`config.mk`:
```
export PLATFORM = sky130hd
export DESIGN_NAME = usb_key_event_sched
export DESIGN_NICKNAME = d
export VERILOG_FILES = /design/src/rtl/usb_key_event_sched.sv
export SDC_FILE = /design/constraint.sdc
export NUM_CORES = 1
export LEC_CHECK = 0
export CORE_UTILIZATION = 49
export DETAILED_ROUTE_END_ITERATION = 10
export HOLD_SLACK_MARGIN = 0.12
export PLACE_DENSITY_LB_ADDON = 0.08
export SLEW_MARGIN = 40
export SYNTH_ARGS = -nofsm -noshare
export SYNTH_HDL_FRONTEND = slang
export SYNTH_SLANG_ARGS = --single-unit
```
`constraint.sdc`:
```
create_clock -name clk_i -period 3.9 [get_ports clk_i]
set_input_delay 0.78 -clock clk_i [delete_from_list [all_inputs] [get_ports clk_i]]
set_output_delay 0.78 -clock clk_i [all_outputs]
set_load 0.01 [all_outputs]
```
`src/rtl/usb_key_event_sched.sv`:
```
// rtl/usb_key_event_sched.sv - keyboard event FIFO with typematic repeat and register window
module usb_key_event_sched #(
  parameter int unsigned DEPTH         = 8,
  parameter int unsigned CNT_W         = 23,
  parameter int unsigned FIRST_DELAY   = 8000000,
  parameter int unsigned REPEAT_PERIOD = 1200000,
  parameter int unsigned REPEAT_LIMIT  = 2
) (
  input  logic       clk_i,
  input  logic       rst_n_i,
  input  logic       key_valid_i,
  input  logic [7:0] key_code_i,
  input  logic       key_held_i,
  input  logic       usb_cs,
  input  logic       wr_n,
  input  logic [7:0] reg_addr_i,
  input  logic [7:0] data_i,
  output logic [7:0] data_o,
  output logic       irq_o
);

  localparam int unsigned AW = $clog2(DEPTH);
  localparam logic [CNT_W-1:0] FIRST_LOAD  = CNT_W'(FIRST_DELAY - 1);
  localparam logic [CNT_W-1:0] PERIOD_LOAD = CNT_W'(REPEAT_PERIOD - 1);
  localparam logic [AW:0]      DEPTH_CNT   = (AW + 1)'(DEPTH);

  typedef enum logic [1:0] {S_IDLE, S_DELAY, S_REPEAT} state_t;

  state_t           state_q, state_d;
  logic [CNT_W-1:0] cnt_q, cnt_d;
  logic [7:0]       rcode_q, rcode_d;
  logic [AW-1:0]    wp_q, wp_d, rp_q, rp_d;
  logic [AW:0]      count_q, count_d;
  logic             ovf_q, ovf_d;
  logic             rpt_en_q, rpt_en_d;
  logic             cs_q;
  logic             irq_q, irq_d;
  logic [7:0]       mem_q [DEPTH];

  logic acc, rd_acc, wr_acc, empty, full;
  logic flush, ovf_clr, rpt_wr, pop;
  logic tick, tick_push, push_req, push, ovf_set;
  logic [7:0] push_data;
  logic unused_data_bits;

  // Bits of the write data that no register uses.
  assign unused_data_bits = ^data_i[7:2];

  // One register action per rising edge of the chip select.
  assign acc     = usb_cs & ~cs_q;
  assign rd_acc  = acc & wr_n;
  assign wr_acc  = acc & ~wr_n;
  assign empty   = (count_q == '0);
  assign full    = (count_q == DEPTH_CNT);
  assign flush   = wr_acc & (reg_addr_i == 8'h00) & data_i[0];
  assign ovf_clr = wr_acc & (reg_addr_i == 8'h00) & data_i[1];
  assign rpt_wr  = wr_acc & (reg_addr_i == 8'h03);
  assign pop     = rd_acc & (reg_addr_i == 8'h01) & ~empty;

  // Repeat timer FSM: flush or disable first, release next, new key restarts the delay.
  always_comb begin
    state_d = state_q;
    cnt_d   = cnt_q;
    rcode_d = rcode_q;
    tick    = 1'b0;
    if (flush || (rpt_wr && !data_i[0]) || !rpt_en_q) begin
      state_d = S_IDLE;
      cnt_d   = '0;
    end else begin
      case (state_q)
        S_IDLE: begin
          if (key_valid_i) begin
            state_d = S_DELAY;
            rcode_d = key_code_i;
            cnt_d   = FIRST_LOAD;
          end
        end
        S_DELAY, S_REPEAT: begin
          if (!key_held_i) begin
            state_d = S_IDLE;
          end else if (key_valid_i) begin
            state_d = S_DELAY;
            rcode_d = key_code_i;
            cnt_d   = FIRST_LOAD;
          end else if (cnt_q == '0) begin
            state_d = S_REPEAT;
            tick    = 1'b1;
            cnt_d   = PERIOD_LOAD;
          end else begin
            cnt_d = cnt_q - CNT_W'(1);
          end
        end
        default: state_d = S_IDLE;
      endcase
    end
  end

  // Push arbitration and FIFO bookkeeping; a key press always beats a repeat tick.
  always_comb begin
    tick_push = tick & (32'(count_q) < REPEAT_LIMIT);
    push_req  = key_valid_i | tick_push;
    push_data = key_valid_i ? key_code_i : rcode_q;
    push      = push_req & ~flush & (~full | pop);
    ovf_set   = push_req & ~flush & full & ~pop;
    wp_d      = wp_q;
    rp_d      = rp_q;
    count_d   = count_q;
    if (flush) begin
      wp_d    = '0;
      rp_d    = '0;
      count_d = '0;
    end else begin
      wp_d    = wp_q + AW'(push);
      rp_d    = rp_q + AW'(pop);
      count_d = count_q + (AW + 1)'(push) - (AW + 1)'(pop);
    end
    ovf_d    = (ovf_q & ~ovf_clr) | ovf_set;
    rpt_en_d = rpt_wr ? data_i[0] : rpt_en_q;
    irq_d    = ~empty;
  end

  // Register read mux, decoded from the address alone.
  always_comb begin
    data_o = 8'h00;
    case (reg_addr_i)
      8'h00:   data_o = {5'b0, ovf_q, full, ~empty};
      8'h01:   data_o = empty ? 8'h00 : mem_q[rp_q];
      8'h02:   data_o = 8'(count_q);
      8'h03:   data_o = {7'b0, rpt_en_q};
      default: data_o = 8'h00;
    endcase
  end

  // FIFO storage is deliberately left out of reset.
  always_ff @(posedge clk_i) begin
    if (push) mem_q[wp_q] <= push_data;
  end

  // Control state registers.
  always_ff @(posedge clk_i) begin
    if (!rst_n_i) begin
      state_q  <= S_IDLE;
      cnt_q    <= '0;
      rcode_q  <= 8'h00;
      wp_q     <= '0;
      rp_q     <= '0;
      count_q  <= '0;
      ovf_q    <= 1'b0;
      rpt_en_q <= 1'b1;
      cs_q     <= 1'b0;
      irq_q    <= 1'b0;
    end else begin
      state_q  <= state_d;
      cnt_q    <= cnt_d;
      rcode_q  <= rcode_d;
      wp_q     <= wp_d;
      rp_q     <= rp_d;
      count_q  <= count_d;
      ovf_q    <= ovf_d;
      rpt_en_q <= rpt_en_d;
      cs_q     <= usb_cs;
      irq_q    <= irq_d;
    end
  end

  assign irq_o = irq_q;

endmodule
```
# After elaboration in Yosys (flattened, before gate mapping)
# Memories as Yosys holds them, arrays and structs flattened. A register that Yosys moved wholly into a read port is not among the register bits.
# Cells that the tools add are included.
# op_classes
add_sub_neg,5
order_cmp,1
n_eq_ne,9
muxes,23
n_bitwise,27
n_reduce_logical,16
# op_table
operator,n
23-bit two-way mux,4
23-bit case mux with 2 select lines,1
8-bit case mux with 4 select lines,1
8-bit two-way mux,3
23-bit logical NOT,1
"23-bit by 1-bit subtractor with 23-bit output, second input constant",1
"8-bit by 2-bit equality test with 1-bit output, second input constant",2
8-bit case mux with 2 select lines,1
1-bit AND,15
1-bit NOT,9
"8-bit by 1-bit equality test with 1-bit output, second input constant",1
8-bit logical NOT,1
2-bit two-way mux,4
1-bit two-way mux,7
3-bit by 1-bit adder with 3-bit output,2
3-bit AND reduction,2
2-bit OR reduction,3
4-bit by 1-bit adder with 4-bit output,1
"4-bit equality test, second input constant",1
4-bit logical NOT,1
"4-bit by 2-bit less-than comparator with 1-bit output, second input constant",1
"2-bit != test, second input constant",2
"4-bit != test, second input constant",1
2-bit case mux with 2 select lines,1
11 further kinds,15
# word_totals
register_bits,47
mem_bits_rw,64
in_bits,30
output_inout_bits,9
elab_cells,92
memories,1
# mem_list
memory,words,width,read_ports,rd_clocked_by_memory_dff,write_ports,line,source
mem_q,8,8,1,1,1,38,logic [7:0] mem_q [DEPTH];

# Logic depth before layout (Yosys ltp)
# logic_depth
word_depth,14
mapped_depth,12
depth_no_buf,12

# Worst setup path after synthesis
# OpenSTA, ideal clock, no wires.
# synth_timing
kind,input port to flip-flop
start,in reg_addr_i[7]
end,mem mem_q[4][0] (enable)
setup_time_ns,0.398
t_arrival_ns,3.201
setup_slack_ns,0.301
stages,6
path_buffers,1
path_cell_list,or4_1 > a2111o_1 > buf_2 > o21bai_4 > o2111ai_4 > nor4b_1
# synth_via
elab_chain_cells,12
# synth_lines
element,line,source
"start, declared",16,"input logic [7:0] reg_addr_i,"
8-bit logical NOT / 8-bit by 2-bit equality test with 1-bit output (equally long branches),"55, 57",
1-bit AND (on tied branches),"55, 57",
1-bit AND / 1-bit logical AND (equally long branches),"55, 66",
1-bit logical OR (2 in series),66,if (flush || (rpt_wr && !data_i[0]) || !rpt_en_q) begin
1-bit two-way mux,66,
1-bit AND,100,tick_push = tick & (32'(count_q) < REPEAT_LIMIT);
1-bit OR,101,push_req = key_valid_i | tick_push;
1-bit AND,103,push = push_req & ~flush & (~full | pop);
1-bit AND (*),103,
1-bit two-way mux (*),136,if (push) mem_q[wp_q] <= push_data;
1-bit two-way mux (implied by the code) (*),136,
"end, declared",38,
# Every way passes the cells marked *; elsewhere a longest branch is shown, timed or not.

# Worst setup path after layout
# layout_timing
start,in reg_addr_i[7]
end,out data_o[5]
# layout_via
elab_chain_cells,2
# layout_lines
element,line,source
8-bit by 2-bit equality test with 1-bit output (tied with other cells),125,case (reg_addr_i)
8-bit case mux with 4 select lines (*),125,
"end, declared",18,"output logic [7:0] data_o,"
# Marked as above.

==> summary.md <==
| Metric | Value |
|---|---|
| Routed length per instance | 17.5 um |
| Max Buffers Root-to-Sink | 2 |
| Syn_nets | 466 |
| Fin. max-slew vios | 0 |
| Fillers | 867 |
| I/O Buffers | 32 |
| Post-route ant nets | 0 |
| Worst setup path end | data_o[5] |
| Relative max-transition margin | 48.9% |
| Cts bufs inserted | 9 |
| Hold Vio Cnt, Final | 0 |
| Layout cells sized above 1 | 16.3% |
| Vias | 3439 |
| Die H | 105 um |
| DR vias/cell | 5.65 |
| Global-route wire length before repair | 17.5 mm |
| Total grt overflow | 0 |
| Avg Cell Area, Syn | 12.3 um^2 |
| Total global routing track utilization | 21.2% |
| Synth Register Bits | 111 |
| Initial core utilization | 50.4% |
| DR iter-0 viols | 96 |
| Synth area leaders | edfxtp_1, dfxtp_1, mux4_2 |
| Leakage Power | 2.11 nW |
| I/O pin total | 39 |
| Tcrit/Tclk final | 97.6% |
| Async S/R FF share, synth | 0% |
| Pwr/cell area | 420 mW/mm^2 |
| Worst setup path startpoint | reg_addr_i[7] |
| Vias in the first global route | 3350 |
| Synth cell types | 58 |
| Yosys top cell area share | 37.1% |
| Power, Total | 0.00251 W |
| Dominant cell type by area after synthesis | edfxtp_1 |
| # rows | 37 |
| Setup crit start kind | input port |
| Top cell by count, worst path | clkdlybuf4s50_1 |
| Peak VDD IR | 0.231 mV |
| Reg-to-reg endpoint | count_q[2] |
| Tmin final | 3.81 ns |
| Area growth, synth to finish | 15.0% |
| Top-count cell post-synth | edfxtp_1 |
| Worst-path clk slew | 0.10 ns |
| Sequential cell area fraction in the yosys report | 55.2% |
| Core area | 0.0103 mm^2 |
| Yosys warning count | 0 |
| Cell Area, Synth | 0.00518 mm^2 |
| Num Clock Sinks | 111 |
| Setup TNS | 0 ns |
| Post-Syn Instances | 422 |
| Setup ws final | 0.0950 ns |
| Post-synth top cells | edfxtp_1, dfxtp_1, nor2_1, a21oi_1, nor3_1 |
| Sequential Area | 0.00286 mm^2 |
| Clock Skew | 0.0130 ns |
| Pre-CTS setup slack | 0.0174 ns |
| Setup-failing EPs final | 0 |
| RSZ-0062 raised after global routing | false |
| Antenna Cells | 0 |
| Slowest stage delay, CP | 0.56 ns |
| Post-Route WL | 10.6 mm |
| Worst skew pair latency | 0.38 ns |
| Hold WC Path Type | reg -> reg |
| Die Width | 105 um |
| CP endpoint kind | output pin |
| Worst path slowest cell | or4_1 |
| Area taken by multi-input logic gates | 0.00218 mm^2 |
| Nets | 512 |
| DIE AREA | 0.0110 mm^2 |
| CTS H-tree lvls | 3 |
| TritonRoute pass-1 iters | 4 |
| Worst setup path class | in -> out |
| Root buf cell | clkbuf_8 |
| WHS | 0.485 ns |
| Antenna violations before repair | 0 |
| CTS tree | done |
| R2R cell count | 9 |
| Number of synthesized flops with an enable pin | 64 |
| HPWL after DPL | 7.34 mm |
| Status | completed |
| Ys flop type | edfxtp_1 |
| Fmax | 0.263 GHz |
| Crit path max fanout | 5 |
| Worst Max-Slew Pin Slew | 0.763 ns |
| Crit path arrival time | 3.03 ns |
| Drt drc | 0 |
| R2R Path Start | cnt_q[8] |
| Hold_buf cts | 0 |
| Max-cap violations | 0 |
| Cell Chain, Critical Path | clkdlybuf4s50_1 > or4_1 > a2111o_1 > buf_4 > nor2_1 > clkdlybuf4s50_1 |
| Required time of the worst setup path | 3.12 ns |
| Final Wtd Congestion | 0.852 |
| R2r setup slk | 1.02 ns |
| Largest net degree at the start of global routing | 26 |
==> flip-flops by register name, indices dropped and copies added, names as in the netlist <==
signal,cells
cnt_q,23
count_q,4
cs_q,1
irq_o,1
mem_q,64
ovf_q,1
rcode_q,8
rp_q,3
rpt_en_q,1
state_q,2
wp_q,3
==> layer usage <==
layer  global-route usage (%)  up-vias  part of all wire, %
met4                     8.45        0                  1.2
met2                     33.6       67                   49
li1                         -     1697                    -
met3                     3.49        8                  3.3
met5                        0        -                    0
met1                     29.1     1667                   47
==> area by class of cell <==
cell class	instances	area share [%]
flip-flops and latches	111	48.0
clock buffers	9	2.08
clock inverters	7	1.07
inverters	14	0.882
well taps	136	2.86
repair buffers	56	8.44
multi-input cells	276	36.6
==> critical path, delay by kind of cell <==
kind                   cells  cell delay, ns
AOI/OAI and AO/OA          1            0.44
buffers and inverters      3            1.15
and+or+nand+nor            2            0.66
==> per-stage QoR <==
stage / cell area [um^2] / cells / utilization (%)
2_1_floorplan: 5180 / 422 / -
4_1_cts: 5960 / 609 / 58.0
5_1_grt: 5960 / 609 / 58.0
3_5_place_dp: 5770 / 593 / 56.1
6_report: 5960 / 609 / 58.0
3_3_place_gp: 5770 / 593 / 56.1
==> where the power goes <==
part | total, W | switching [W] | leakage (nW) | internal (W)
Clock | 0.000657 | 0.000410 | 0.0952 | 0.000247
Combinational | 0.000451 | 0.000245 | 1.04 | 0.000207
Sequential | 0.00140 | 0.0000610 | 0.975 | 0.00134
Total | 0.00251 | 0.000715 | 2.11 | 0.00179
==> layout by cell type, fill, tap and decap left out, types with 6 or more instances in the layout <==
cell	synthesis	layout
nand2_1	15	15
clkbuf_8	0	9
clkdlybuf4s50_1	0	31
ha_1	13	13
o21ai_0	10	10
nor4_1	7	7
or4_1	6	6
mux2i_1	18	18
buf_4	0	24
dfxtp_1	47	47
mux2_2	9	9
inv_1	13	13
xor2_1	9	9
nor3_1	20	20
a21oi_1	31	31
mux4_2	16	16
nand3_1	10	10
nand4_1	7	7
nor2_1	34	34
xnor2_1	7	7
and3_1	7	7
edfxtp_1	64	64
==> cells by family (layout without fill, tap and decap cells) <==
group / count (synthesis) / after routing / share of synthesized area (%)
mux: 43 / 43 / 12.4
fa+ha+maj: 14 / 14 / 3.52
compound gates: 66 / 66 / 8.28
simple gates: 137 / 137 / 15.0
xor+xnor: 16 / 16 / 2.70
flops: 111 / 111 / 55.2
buf+inv: 35 / 86 / 2.90
==> worst min path at each step <==
stage / startpoint / endpoint / slack [ns] / depth (start not counted)
final: ovf_q / ovf_q / 0.49 / 2
after global routing: ovf_q / ovf_q / 0.50 / 2
after CTS: ovf_q / ovf_q / 0.49 / 2
after detailed placement: ovf_q / ovf_q / 0.47 / 2
after global placement: rcode_q[2] / rcode_q[2] / 0.47 / 2
after floorplan: ovf_q / ovf_q / 0.44 / 2
==> timing repair <==
item                                    CTS  global route
gates resized for setup                   0             1
endpoints found under the setup margin    0             5
setup buffers                             0             0
Power figures use the tool's default switching activity.
